[src/rtl/soc_msp430_ram_pkg.sv]
// Shared types and constants for the MSP430-style single-port RAM initiator.
//   state_t     : top-level FSM states (IDLE serves requests, INIT fills the RAM)
//   WEN_*       : low-active byte write-enable codes driven on ram_wen
//   SZ_*        : request size encoding on req_size
//   byte_lane() : extracts one byte of a RAM word into the low half of a response
package soc_msp430_ram_pkg;

  typedef enum logic {
    ST_IDLE = 1'b0,
    ST_INIT = 1'b1
  } state_t;

  // Bit 1 gates the high byte and bit 0 the low byte, both low-active.
  localparam logic [1:0] WEN_WORD = 2'b00;
  localparam logic [1:0] WEN_HI   = 2'b01;
  localparam logic [1:0] WEN_LO   = 2'b10;
  localparam logic [1:0] WEN_NONE = 2'b11;

  localparam logic SZ_BYTE = 1'b0;
  localparam logic SZ_WORD = 1'b1;

  function automatic logic [15:0] byte_lane(input logic [15:0] word, input logic hi);
    logic [15:0] res;
    if (hi) begin
      res = {8'h00, word[15:8]};
    end else begin
      res = {8'h00, word[7:0]};
    end
    return res;
  endfunction

endpackage

[src/rtl/soc_msp430_ram_init_seq.sv]
// Word counter for the RAM fill engine.
//   clk, rst : clock and asynchronous active-high reset
//   start    : begin a fill at word 0 (ignored while a fill is running)
//   busy     : a fill is in progress; addr is valid whenever busy is high
//   last     : the current word is the final one of the fill
//   addr     : word address being written this cycle
module soc_msp430_ram_init_seq
  import soc_msp430_ram_pkg::*;
#(
  parameter int ADDR_MSB = 6,
  parameter int MEM_SIZE = 256
) (
  input  logic              clk,
  input  logic              rst,
  input  logic              start,
  output logic              busy,
  output logic              last,
  output logic [ADDR_MSB:0] addr
);

  localparam int AW = ADDR_MSB + 1;
  localparam logic [ADDR_MSB:0] LAST_IDX = AW'(MEM_SIZE / 2 - 1);

  logic [ADDR_MSB:0] cnt_r;
  logic              busy_r;
  logic              last_s;

  assign last_s = busy_r & (cnt_r == LAST_IDX);

  // Counter and busy flag; the counter clears when the final word is written.
  always_ff @(posedge clk or posedge rst) begin
    if (rst) begin
      cnt_r  <= {AW{1'b0}};
      busy_r <= 1'b0;
    end else if (busy_r) begin
      if (last_s) begin
        cnt_r  <= {AW{1'b0}};
        busy_r <= 1'b0;
      end else begin
        cnt_r  <= cnt_r + {{ADDR_MSB{1'b0}}, 1'b1};
        busy_r <= 1'b1;
      end
    end else if (start) begin
      cnt_r  <= {AW{1'b0}};
      busy_r <= 1'b1;
    end else begin
      cnt_r  <= cnt_r;
      busy_r <= busy_r;
    end
  end

  assign busy = busy_r;
  assign last = last_s;
  assign addr = cnt_r;

endmodule

[src/rtl/soc_msp430_ram_master.sv]
// Initiator side of a single-port RAM: converts a byte-addressed valid/ready
// request stream into RAM cycles and returns one-cycle response pulses, and
// can fill the whole RAM with INIT_VAL.
//   mclk, puc_rst        : clock and asynchronous active-high reset
//   req_valid/req_ready  : request handshake (accepted when both high)
//   req_addr/we/size/wdata : byte address, write flag, size (0 byte, 1 word), data
//   rsp_valid/rdata/err  : response pulse one cycle after accept
//   init_start/init_busy : start a RAM fill / fill in progress
//   ram_addr/cen/wen/din : RAM controls (cen and wen low-active)
//   ram_dout             : RAM read data, one cycle after the access
module soc_msp430_ram_master
  import soc_msp430_ram_pkg::*;
#(
  parameter int          ADDR_MSB = 6,
  parameter int          MEM_SIZE = 256,
  parameter logic [15:0] INIT_VAL = 16'h0000
) (
  input  logic              mclk,
  input  logic              puc_rst,
  input  logic              req_valid,
  output logic              req_ready,
  input  logic [ADDR_MSB+1:0] req_addr,
  input  logic              req_we,
  input  logic              req_size,
  input  logic [15:0]       req_wdata,
  output logic              rsp_valid,
  output logic [15:0]       rsp_rdata,
  output logic              rsp_err,
  input  logic              init_start,
  output logic              init_busy,
  output logic [ADDR_MSB:0] ram_addr,
  output logic              ram_cen,
  output logic [1:0]        ram_wen,
  output logic [15:0]       ram_din,
  input  logic [15:0]       ram_dout
);

  localparam int          AW    = ADDR_MSB + 1;
  localparam int unsigned WORDS = MEM_SIZE / 2;

  state_t            state_r;
  state_t            state_nx_s;
  logic              init_go_s;
  logic              init_busy_s;
  logic              init_last_s;
  logic [ADDR_MSB:0] init_addr_s;

  logic [ADDR_MSB:0] word_idx_s;
  logic              odd_s;
  logic              ready_s;
  logic              accept_s;
  logic              err_s;

  logic              rsp_valid_r;
  logic              rsp_err_r;
  logic              rsp_rd_r;
  logic              rsp_byte_r;
  logic              rsp_hi_r;

  // ---------------------------------------------------------------- FSM
  assign init_go_s = (state_r == ST_IDLE) & init_start;

  // State register.
  always_ff @(posedge mclk or posedge puc_rst) begin
    if (puc_rst) begin
      state_r <= ST_IDLE;
    end else begin
      state_r <= state_nx_s;
    end
  end

  // Next-state logic: a fill always runs to its last word once started.
  always_comb begin
    state_nx_s = state_r;
    case (state_r)
      ST_IDLE: begin
        if (init_start) begin
          state_nx_s = ST_INIT;
        end else begin
          state_nx_s = ST_IDLE;
        end
      end
      ST_INIT: begin
        if (init_last_s) begin
          state_nx_s = ST_IDLE;
        end else begin
          state_nx_s = ST_INIT;
        end
      end
      default: state_nx_s = ST_IDLE;
    endcase
  end

  soc_msp430_ram_init_seq #(
    .ADDR_MSB (ADDR_MSB),
    .MEM_SIZE (MEM_SIZE)
  ) u_init_seq (
    .clk   (mclk),
    .rst   (puc_rst),
    .start (init_go_s),
    .busy  (init_busy_s),
    .last  (init_last_s),
    .addr  (init_addr_s)
  );

  assign init_busy = init_busy_s;

  // ------------------------------------------------------ request decode
  // init_start takes priority over a request presented in the same cycle.
  assign ready_s    = (state_r == ST_IDLE) & ~init_start;
  assign req_ready  = ready_s;
  assign accept_s   = req_valid & ready_s;
  assign word_idx_s = req_addr[ADDR_MSB+1:1];
  assign odd_s      = req_addr[0];
  assign err_s      = ((req_size == SZ_WORD) & odd_s) | (32'(word_idx_s) >= WORDS);

  // RAM control mux: fill write, accepted request, or quiet bus.
  always_comb begin
    ram_cen  = 1'b1;
    ram_wen  = WEN_NONE;
    ram_addr = {AW{1'b0}};
    ram_din  = 16'h0000;
    if (state_r == ST_INIT) begin
      ram_cen  = 1'b0;
      ram_wen  = WEN_WORD;
      ram_addr = init_addr_s;
      ram_din  = INIT_VAL;
    end else if (accept_s & ~err_s) begin
      ram_cen  = 1'b0;
      ram_addr = word_idx_s;
      if (req_we) begin
        if (req_size == SZ_WORD) begin
          ram_wen = WEN_WORD;
          ram_din = req_wdata;
        end else begin
          // Byte data is replicated on both lanes; wen picks the lane.
          ram_din = {req_wdata[7:0], req_wdata[7:0]};
          if (odd_s) begin
            ram_wen = WEN_HI;
          end else begin
            ram_wen = WEN_LO;
          end
        end
      end else begin
        ram_wen = WEN_NONE;
        ram_din = 16'h0000;
      end
    end else begin
      ram_cen  = 1'b1;
      ram_wen  = WEN_NONE;
      ram_addr = {AW{1'b0}};
      ram_din  = 16'h0000;
    end
  end

  // ------------------------------------------------------------ response
  // Response qualifiers captured at accept; ram_dout arrives in the next cycle.
  always_ff @(posedge mclk or posedge puc_rst) begin
    if (puc_rst) begin
      rsp_valid_r <= 1'b0;
      rsp_err_r   <= 1'b0;
      rsp_rd_r    <= 1'b0;
      rsp_byte_r  <= 1'b0;
      rsp_hi_r    <= 1'b0;
    end else begin
      rsp_valid_r <= accept_s;
      rsp_err_r   <= accept_s & err_s;
      rsp_rd_r    <= accept_s & ~err_s & ~req_we;
      rsp_byte_r  <= (req_size == SZ_BYTE);
      rsp_hi_r    <= odd_s;
    end
  end

  // Read data is formed from the RAM output only for successful reads.
  always_comb begin
    rsp_rdata = 16'h0000;
    if (rsp_valid_r & rsp_rd_r) begin
      if (rsp_byte_r) begin
        rsp_rdata = byte_lane(ram_dout, rsp_hi_r);
      end else begin
        rsp_rdata = ram_dout;
      end
    end else begin
      rsp_rdata = 16'h0000;
    end
  end

  assign rsp_valid = rsp_valid_r;
  assign rsp_err   = rsp_err_r;

endmodule
[config.mk]
export PLATFORM = sky130hd
export DESIGN_NAME = soc_msp430_ram_master
export DESIGN_NICKNAME = d
export VERILOG_FILES = /design/src/rtl/soc_msp430_ram_pkg.sv /design/src/rtl/soc_msp430_ram_init_seq.sv /design/src/rtl/soc_msp430_ram_master.sv
export SDC_FILE = /design/constraint.sdc
export NUM_CORES = 1
export LEC_CHECK = 0
export BUFFER_PORTS_ARGS = -buffer_cell sky130_fd_sc_hd__buf_4
export CAP_MARGIN = 15
export CORE_MARGIN = 10
export CORE_UTILIZATION = 38
export CTS_BUF_LIST = sky130_fd_sc_hd__clkbuf_16
export DETAILED_ROUTE_END_ITERATION = 16
export PLACE_DENSITY = 0.84
export SKIP_CTS_REPAIR_TIMING = 1
export SLEW_MARGIN = 10
export SYNTH_ARGS = -nofsm -noshare
export SYNTH_HDL_FRONTEND = slang
export SYNTH_SLANG_ARGS = --single-unit
[constraint.sdc]
create_clock -name mclk -period 1.9 [get_ports mclk]
set_clock_uncertainty 0.1 [all_clocks]
set_input_delay 0.285 -clock mclk [delete_from_list [all_inputs] [get_ports mclk]]
set_output_delay 0.285 -clock mclk [all_outputs]
set_load 0.02 [all_outputs]
**Word level (Yosys, flattened, before mapping)**

Index checks and enable logic that the tools add are counted.

- Input port bits: 46
- Output and inout port bits: 46
- Register bits: 14

- Equality and inequality tests: 1
- Add/sub/neg operators: 1
- Muxes and demuxes: 24
- Bitwise gates (word level): 14
- Reduce and logical (&&, ||, !) cells: 1

Operator list:

| cell | count |
|---|---|
| 2-to-1 mux 16 bit | 6 |
| 2-to-1 mux 7 bit | 5 |
| 2-to-1 mux 2 bit | 5 |
| bitwise AND 1 bit | 9 |
| 2-to-1 mux 8 bit | 1 |
| adder 7 x 1 -> 7 bit (second input constant) | 1 |
| == test 7 bit (second input constant) | 1 |
| 2-to-1 mux 1 bit | 6 |
| NOT 1 bit | 5 |
| one-hot mux 1 bit (2 select lines) | 1 |
| nonzero test 2 bit | 1 |

**Logic depth before layout (Yosys ltp)**

Gate-level depths: netlist of run 1.

- Word-level depth: 6
- Mapped depth: 6
- Mapped depth without buffers: 5

**Hierarchy**

A second synthesis of run 1 with hierarchy kept.

- Cells, all modules: 153
- Area, all modules: 1263.7 sq um

Modules (own cells, without submodules):

| module | sequential area each (sq um) | area an instance (sq um) | instances | cells an instance |
|---|---|---|---|---|
| soc_msp430_ram_master | 150.1 | 870.8 | 1 | 109 |
| soc_msp430_ram_init_seq | 200.2 | 392.9 | 1 | 44 |

**Least setup slack after synthesis of run 1**

Ideal clock, no wire load.

- Path kind: reg2out
- From: register state_r
- To: output port ram_din[10]
- Slack: 156 ps
- Data arrival time: 1359 ps
- Cell stages (with the launch flop): 6
- Buffers on the path: 1
- Required time: 1515 ps
- Cells stage by stage: dfrtp_1 nor2_2 and3_1 buf_4 nand2_2 nor2_1

- Word-level cells in the longest chain between the ends: 6

RTL lines:

| element | RTL line | RTL |
|---|---|---|
| start, declared | soc_msp430_ram_master.sv:41 | `state_t state_r;` |
| start signal, assigned | soc_msp430_ram_master.sv:68 | `state_r <= state_nx_s;` |
| NOT 1 bit | - |  |
| bitwise AND 1 bit | soc_msp430_ram_master.sv:110 | `assign ready_s = (state_r == ST_IDLE) & ~init_start;` |
| named net req_ready | soc_msp430_ram_master.sv:21 | `output logic req_ready,` |
| bitwise AND 1 bit | soc_msp430_ram_master.sv:112 | `assign accept_s = req_valid & ready_s;` |
| bitwise AND 1 bit | soc_msp430_ram_master.sv:128 | `end else if (accept_s & ~err_s) begin` |
| 2-to-1 mux 16 bit | soc_msp430_ram_master.sv:128 |  |
| 2-to-1 mux 16 bit | soc_msp430_ram_master.sv:123 | `if (state_r == ST_INIT) begin` |
| end, declared | soc_msp430_ram_master.sv:34 | `output logic [15:0] ram_din,` |

The timed path passes the listed nets, and every way through them passes these cells.

**Final worst setup path of run 1**

- From: register state_r
- To: output port ram_din[4]

- Word-level cells in the longest chain between the ends: 6

RTL lines:

| element | RTL line |
|---|---|
| NOT 1 bit | - |
| bitwise AND 1 bit | soc_msp430_ram_master.sv:110 |
| bitwise AND 1 bit | soc_msp430_ram_master.sv:112 |
| bitwise AND 1 bit | soc_msp430_ram_master.sv:128 |
| 2-to-1 mux 16 bit | soc_msp430_ram_master.sv:128 |
| 2-to-1 mux 16 bit * | soc_msp430_ram_master.sv:123 |

Mark *: on every way between the ends. The rest lies on a longest branch, timed or not.

==> reports/results.txt, run 1 <==
clock buffer depth - 2
top cell type by total area after synthesis - dfrtp_1
fraction of synthesized cell area in xor and xnor cells - 0.811%
PwrDens - 660 nW/µm²
# port buffers - 91
Nets - 278
VDD IR-drop max - 0.000909 V
crit path capture type - output pin
Seq/Total Area, Yosys - 32.4%
Final HPWL DP - 3300 µm
total wire length - 4010 µm
status - finished, violations left
top cell type's share of synthesized area - 32.4%
Post-synth EDFFs - 0
DIE AREA - 5370 µm²
Slew Limit Fails - 0
RSZ-0062 raised after global routing - false
RR Endpoint - u_init_seq.addr[5]$_DFFE_PP0P_
DRC Markers - 0
CP Launch Type - flop
std cell rows - 19
Post-Syn Nets - 187
core area - 2730 µm²
hold crit path type - input port to asynchronous set/reset pin
TritonCTS clock tree - yes
vias in the first global route - 1270
Layout area overhead - 74.3%
worst skew pair latency - 0.24 ns
Arrival @ worst endpoint - 1.43 ns
Vias/cell - 5.19
Crit path required time - 1.51 ns
maxcap violations - 0
Yosys reg bits - 14
placer congestion estimate - 0.864
pin count of the biggest net entering global routing - 15
YS warnings - 0
crit path time final - 1.82 ns
share of layout cells above drive strength 1 - 45.2%
kind of critical path - flop to output pin
IO Pins - 92
crit-path max FO - 14
Worst-path clk slew - 0.05 ns
complex-gate fraction of the synthesized area - 19.6%
Initial Utilization - 39.5%
GRT Util Overall - 13.6%
multiplexer share of the synthesized area - 9.27%
Crit Reg-Reg Startpoint - u_init_seq.addr[0]$_DFFE_PP0P_
grt ovf - 0
Avg WL per Cell - 15.4 µm
Syn Std Cell Area - 1080 µm²
top_reg_cell synth - dfrtp_1
die width - 73.3 µm
ANT nets after route - 0
Gate Count Post-Synth - 140
Via Count - 1354
drt pass-1 iters - 4
fin crit share - 95.6%
slew of the pin with the lowest slew margin - 0.523 ns
Simple-Gate Fraction of Synth Area - 30.5%
reg-to-reg setup timing slack - 0.27 ns
FMAX - 551 MHz
htree depth - 1
most frequent cell after synthesis - nand2_1
adder-cell share of the synthesized area - 1.16%
number of clock sinks - 14
chip height - 73.3 µm
Layout fillers - 250
failing checks - hold timing
main combinational cell family by area after synthesis - simple AND/OR/NAND/NOR gates
final hold violations - 14
initial antenna violation count - 0
Final Setup Violations - 0
worst r2r path cells - 5
first-pass GRT wire length - 6040 µm
Post-synth ARST share - 100%
Leak - 0.00102 µW
DRT iter0 DRCs - 34
Synth area leaders - dfrtp_1, mux2i_1, a21oi_1
CTS Buf Count - 3
WHS - -0.0175 ns
slew margin rel. - 65.1%
Netlist cell types - 28
synthesized area per cell - 7.71 µm²
Commonest cells post-synth - nand2_1, a21oi_1, dfrtp_1, nor2_1, nand3_1
setup total negative slack - 0 ns
Root Buffer - clkbuf_16
fin util - 68.8%
ANT cells - 0
-- placed cells by master (no fill, tap or decap) --
| cell type | count |
|---|---|
| a22o_1 | 7 |
| o21ai_0 | 4 |
| nand3_1 | 11 |
| xor2_1 | 1 |
| ha_1 | 1 |
| nor2b_1 | 3 |
| and2_1 | 9 |
| buf_4 | 94 |
| inv_1 | 5 |
| clkinv_1 | 1 |
| a21oi_1 | 14 |
| a21oi_2 | 1 |
| o21ai_2 | 1 |
| nand2_2 | 2 |
| clkbuf_16 | 3 |
| and3_1 | 9 |
| a31oi_1 | 3 |
| or2_1 | 1 |
| mux2i_1 | 10 |
| buf_8 | 1 |
| nor2_1 | 12 |
| dfrtp_1 | 14 |
| o21ai_1 | 3 |
| nand4_1 | 2 |
| nor2_4 | 1 |
| a41oi_1 | 1 |
| nand2_1 | 15 |
| and3_4 | 1 |
-- power by group --
part / internal (µW) / total, µW / switching, µW
Clock: 278 / 392 / 115
Sequential: 350 / 436 / 86.4
Combinational: 217 / 414 / 197
Total: 844 / 1240 / 398
-- layer usage --
layer / up-vias / part of all wire [%] / global-route usage (%)
met4: 0 / 0.92 / 4.14
met5: - / 0 / 0
li1: 674 / - / -
met3: 4 / 9.8 / 4.31
met1: 609 / 38 / 14.9
met2: 67 / 52 / 24.4
-- kinds of logic (layout without fill, tap and decap cells) --
| family | after synthesis | count (layout) |
|---|---|---|
| AO/OA/AOI/OAI | 34 | 34 |
| XOR/XNOR | 1 | 1 |
| adder cells (fa/ha/maj) | 1 | 1 |
| buffers and inverters | 14 | 104 |
| flip-flops | 14 | 14 |
| multiplexers | 10 | 10 |
| AND/OR/NAND/NOR | 66 | 66 |
-- final cells by class --
class / instances / area (µm²) / share of cell area, %
timing repair buffer: 95 / 721 / 38.3
multi-input combinational: 112 / 674 / 35.8
sequential: 14 / 350 / 18.6
clock buffer: 3 / 75.1 / 3.99
tap: 31 / 38.8 / 2.06
inverter: 5 / 18.8 / 0.997
clock inverter: 1 / 3.75 / 0.199
-- flip-flops by register name, indices dropped and copies added (netlist names) --
register,flops
u_init_seq.addr,7
rsp_byte_r,1
rsp_err,1
rsp_hi_r,1
rsp_rd_r,1
rsp_valid,1
state_r,1
u_init_seq.busy,1
-- worst max-delay path, stage by stage (launching register included) --
cell and delay [ns]:
dfrtp_1 0.41, nor2_4 0.13, and3_4 0.22, buf_8 0.14, and3_1 0.16, buf_4 0.14
-- worst max path at each step --
stage | end | cells past startpoint | startpoint
global route | ram_din[5] | 5 | state_r$_DFF_PP0_
finish | ram_din[4] | 5 | state_r$_DFF_PP0_
CTS | ram_din[5] | 5 | state_r$_DFF_PP0_
global placement | ram_din[3] | 6 | init_start
detailed placement | ram_din[6] | 6 | init_start
floorplan | ram_din[10] | 5 | state_r$_DFF_PP0_
-- per-stage QoR --
step | std cells | setup WS, ns | hold WS, ns | area (µm²) | total power, µW
floorplan | 140 | 0.156 | 0.0742 | 1080 | 655
global route | 261 | 0.00286 | 0.0373 | 1880 | 1310
CTS | 261 | -0.0154 | 0.00314 | 1860 | 1250
global placement | 257 | 0.224 | 0.253 | 1780 | 838
finish | 261 | 0.0838 | -0.0175 | 1880 | 1240
detailed placement | 257 | 0.190 | 0.256 | 1780 | 844
(Power assumes the default switching activity.)
==> run 2: changes to the inputs <==
- CORE_MARGIN: 10 -> 5
==> run 2 against run 1 <==
  * The run still ends with hold timing left
  * Die area down 25%
  * Sequential share of layout area up 0.074 points
  * Register-to-register slack better by 0.05 ns
  * Highest routed layer unchanged
==> reports/results.txt, run 2 (same netlist as run 1, synthesis figures left out) <==
VDD IR-drop max - 0.000956 V (+5.2%)
CP dominant cell by count - buf_4
grt ovf - 0 (unchanged)
worst skew pair latency - 0.24 ns (about the same)
ANT cells - 0 (unchanged)
crit-path max FO - 10 (-4)
PwrDens - 659 nW/µm² (-0.21%)
Via Count - 1375 (+1.6%)
kind of critical path - flop to output pin
Initial Utilization - 39.5% (unchanged)
slew margin rel. - 66.7% (+1.6 points)
maxcap violations - 0 (unchanged)
Nets - 279 (+0.36%)
final hold violations - 14 (unchanged)
most frequent cells in the layout - buf_4, nand2_1, a21oi_1, dfrtp_1, nor2_1
clock buffer depth - 2 (unchanged)
Crit path required time - 1.51 ns (about the same)
DP Cell Count - 258 (+0.39%)
Arrival @ worst endpoint - 1.44 ns (about the same)
Root Buffer - clkbuf_16
drt pass-1 iters - 4 (unchanged)
max FFs per register - 7 (unchanged)
Final Setup Violations - 0 (unchanged)
DRC Markers - 0 (unchanged)
post-layout power - 1230 µW (-0.61%)
Vias/cell - 5.25 (+1.2%)
Critical Path Start - state_r$_DFF_PP0_
pin count of the biggest net entering global routing - 15 (unchanged)
total wire length - 3620 µm (-9.9%)
core area - 2730 µm² (unchanged)
DRT iter0 DRCs - 70 (+110%)
failing checks - hold timing
Worst-path clk slew - 0.04 ns (about the same)
die width - 63.3 µm (-14%)
Final HPWL DP - 2950 µm (-10%)
placer congestion estimate - 0.797 (-7.8%)
FMAX - 547 MHz (-0.58%)
Layout area overhead - 73.6%
internal power - 843 µW (-0.16%)
Leak - 0.00102 µW (+0.31%)
htree depth - 1 (unchanged)
CP Cell Sequence - nor2_2, and3_4, buf_4, a22o_1, buf_4
GRT Util Overall - 17.2% (+3.6 points)
crit path time final - 1.83 ns (+0.0105 ns)
TritonCTS clock tree - yes
CTS Buf Count - 3 (unchanged)
IO Pins - 92 (unchanged)
Avg WL per Cell - 13.8 µm (-10%)
fin crit share - 96.1% (+0.55 points)
Clk pwr share - 31.7% (about the same)
crit-path max cell delay - 0.38 ns (-0.03 ns)
status - finished, violations left
Reg power frac - 35.2% (about the same)
initial antenna violation count - 0 (unchanged)
Layout Cells excl Fill - 262 (+0.38%)
first-pass GRT wire length - 5700 µm (-5.6%)
Comb power frac - 33.1% (-0.2 points)
DIE AREA - 4010 µm² (-25%)
RSZ-0062 raised after global routing - false
slew of the pin with the lowest slew margin - 0.499 ns (-0.0239 ns)
vias in the first global route - 1291 (+1.7%)
hold crit path type - input port to asynchronous set/reset pin
share of layout cells above drive strength 1 - 45.0% (-0.20 points)
number of clock sinks - 14 (unchanged)
fin util - 68.6% (-0.27 points)
WHS - -0.0290 ns (-0.0115 ns)
ANT nets after route - 0 (unchanged)
# port buffers - 91 (unchanged)
slowest CP cell - dfrtp_1
CP Launch Type - flop
std cell rows - 19 (unchanged)
Sw Share - 31.8% (-0.31 points)
leading cell type in the layout, fill and taps excluded - buf_4
Place WS - 0.152 ns (-0.0377 ns)
Slew Limit Fails - 0 (unchanged)
Worst Slack Setup Final - 0.0733 ns (-0.0105 ns)
P_sw - 392 µW (-1.6%)
crit path capture type - output pin
Crit Reg-Reg Startpoint - u_init_seq.addr[0]$_DFFE_PP0P_
chip height - 63.3 µm (-14%)
==> run 2: layout make-up <==
cell class	instances	area, µm²
inverter	5	18.8
fill	234	860
clock inverter	1	3.75
sequential	14	350
clock buffer	3	75.1
multi-input combinational	112	667
timing repair buffer	96	721
tap	31	38.8
==> run 2: layer usage <==
layer	part of all wire (%)	GRT usage (%)	vias up
li1	-	-	679
met1	39	20.2	630
met2	49	28.3	56
met3	9.0	6.04	10
met4	2.8	7.01	0
met5	0	0	-
==> run 2: critical path: cells and delay by family, from the launching register on <==
family / cells / cell delay (ns)
flops: 1 / 0.38
simple gates: 2 / 0.36
buf+inv: 2 / 0.32
compound gates: 1 / 0.15
==> run 2: worst paths after layout <==
check | endpoint | slack (ns) | cells after the start
worst min-delay path | u_init_seq.addr[4]$_DFFE_PP0P_ | -0.03 | 2
max in group asynchronous | u_init_seq.addr[1]$_DFFE_PP0P_ | 1.39 | 2
worst max-delay path | ram_addr[5] | 0.07 | 5
worst max register to register | u_init_seq.addr[5]$_DFFE_PP0P_ | 0.32 | 5
min in group mclk | rsp_hi_r$_DFF_PP0_ | 0.09 | 1
worst min register to register | u_init_seq.addr[4]$_DFFE_PP0P_ | 0.41 | 1
==> run 2: power groups by stage <==
stage / registers (µW) / logic (µW) / clock network, µW
floorplan: 401 / 254 / 0
global placement: 437 / 399 / 0
detailed placement: 437 / 407 / 0
CTS: 433 / 410 / 404
global route: 446 / 448 / 419
finish: 435 / 408 / 392
==> run 2: stage by stage <==
stage	cell area [µm²]	TNS (ns)
after global placement	1790	0
after floorplan	1080	0
after global routing	1870	0
after detailed placement	1790	0
after CTS	1870	-0.270
final	1870	0
==> run 3: changes to the inputs <==
- CORE_MARGIN: 5 -> default
- REMOVE_ABC_BUFFERS: default -> 1
==> run 3 against run 2 <==
  * The run still ends with hold timing left
  * Clock-buffer cell count unchanged
  * Critical path depth increased by 1
  * Non-clock buffer count decreased by 1
  * Largest cell class unchanged
  * Largest power group unchanged
==> reports/results.txt, run 3 (same netlist as run 1, synthesis figures left out) <==
Crit Reg-Reg Startpoint - u_init_seq.addr[0]$_DFFE_PP0P_
kind of critical path - flop to output pin
Root Buffer - clkbuf_16
RR Endpoint - u_init_seq.addr[5]$_DFFE_PP0P_
PwrDens - 672 nW/µm² (+2.0%)
hold crit path type - input port to asynchronous set/reset pin
vias in the first global route - 1337 (+3.6%)
DRT iter0 DRCs - 46 (-34%)
CTS Buf Count - 3 (unchanged)
failing checks - hold timing
Vias/cell - 5.26 (+0.26%)
status - finished, violations left
TritonCTS clock tree - yes
share of layout cells above drive strength 1 - 45.2% (+0.20 points)
Nets - 278 (-0.36%)
htree depth - 1 (unchanged)
first-pass GRT wire length - 6010 µm (+5.4%)
core area - 2590 µm² (-5.3%)
die width - 55.3 µm (-13%)
Leak - 0.00102 µW (-0.41%)
placer congestion estimate - 0.889 (+12%)
VDD IR-drop max - 0.000724 V (-24%)
GRT Util Overall - 24.2% (+7.0 points)
Layout area overhead - 73.5% (about the same)
chip height - 55.3 µm (-13%)
WHS - -0.0100 ns (+0.0189 ns)
crit-path max FO - 7 (-3)
CP Launch Type - flop
initial antenna violation count - 0 (unchanged)
Initial Utilization - 41.7% (+2.2 points)
most frequent cells in the layout - buf_4, nand2_1, a21oi_1, dfrtp_1
slew of the pin with the lowest slew margin - 0.542 ns (+0.0429 ns)
FMAX - 546 MHz (-0.22%)
Worst-path clk slew - 0.05 ns (about the same)
Avg WL per Cell - 14.2 µm (+3.2%)
reg-to-reg setup timing slack - 0.33 ns (about the same)
leading cell type in the layout, fill and taps excluded - buf_4
Final Cell Area - 1870 µm² (about the same)
# port buffers - 91 (unchanged)
ANT nets after route - 0 (unchanged)
setup total negative slack - 0 ns (unchanged)
IO Pins - 92 (unchanged)
ANT cells - 0 (unchanged)
crit path capture type - output pin
clock buffer depth - 2 (unchanged)
grt ovf - 0 (unchanged)
maxcap violations - 0 (unchanged)
placed standard-cell area - 1780 µm² (-0.49%)
crit path time final - 1.83 ns (+0.00403 ns)
RSZ-0062 raised after global routing - true
pin count of the biggest net entering global routing - 15 (unchanged)
worst skew pair latency - 0.24 ns (about the same)
max FFs per register - 7 (unchanged)
drt pass-1 iters - 4 (unchanged)
total wire length - 3700 µm (+2.4%)
slew margin rel. - 63.8% (-2.9 points)
Arrival @ worst endpoint - 1.45 ns (about the same)
DRC Markers - 0 (unchanged)
final hold violations - 14 (unchanged)
Via Count - 1368 (-0.51%)
std cell rows - 18 (-1)
Slew Limit Fails - 0 (unchanged)
DIE AREA - 3060 µm² (-24%)
Final HPWL DP - 2880 µm (-2.4%)
Final Setup Violations - 0 (unchanged)
Crit path required time - 1.51 ns (about the same)
fin crit share - 96.4% (+0.21 points)
number of clock sinks - 14 (unchanged)
worst r2r path cells - 5 (unchanged)
[run 3: worst max-delay path, cell delays in order, from the launching register on]
cell     delay (ns)
dfrtp_1        0.41
nor2_4         0.12
and3_4         0.22
buf_4          0.15
nand2_1        0.05
o21ai_1        0.08
buf_4          0.16
[run 3: how the worst max path moves through the flow]
stage / start / to / slack, ns
after floorplan: state_r$_DFF_PP0_ / ram_din[10] / -0.14
after detailed placement: init_start / ram_din[5] / 0.25
after global placement: init_start / ram_din[7] / 0.28
after CTS: state_r$_DFF_PP0_ / ram_addr[6] / 0.0007
final: state_r$_DFF_PP0_ / ram_addr[6] / 0.07
after global routing: state_r$_DFF_PP0_ / ram_addr[6] / -0.01
[run 3: area by class of cell]
| class | count | area (µm²) |
|---|---|---|
| tap | 30 | 37.5 |
| fill | 194 | 717 |
| clock inverter | 1 | 3.75 |
| multi-input combinational | 112 | 674 |
| clock buffer | 3 | 75.1 |
| inverter | 5 | 18.8 |
| sequential | 14 | 350 |
| timing repair buffer | 95 | 713 |
[run 3: where the power goes]
group	internal (µW)	switching, µW	total [µW]	leakage [µW]
Sequential	350	88.8	438	0.000177
Clock	279	124	403	0.0000385
Combinational	216	202	418	0.000801
[run 3: layer usage]
| metal | wire, µm | up-vias | GRT usage (%) |
|---|---|---|---|
| li1 | - | 672 | - |
| met4 | 58 | 0 | 7.50 |
| met2 | 2010 | 67 | 45.4 |
| met1 | 1390 | 623 | 26.2 |
| met3 | 250 | 6 | 6.09 |
| met5 | 0 | - | 0 |
[run 3: metrics by stage]
stage	cells	setup WS (ns)	power, µW	utilization, %
after floorplan	131	-0.140	640	-
after global placement	256	0.283	826	68.8
after detailed placement	256	0.247	851	68.8
after CTS	260	0.000687	1260	71.8
after global routing	260	-0.0131	1320	72.3
final	260	0.0692	1260	72.3
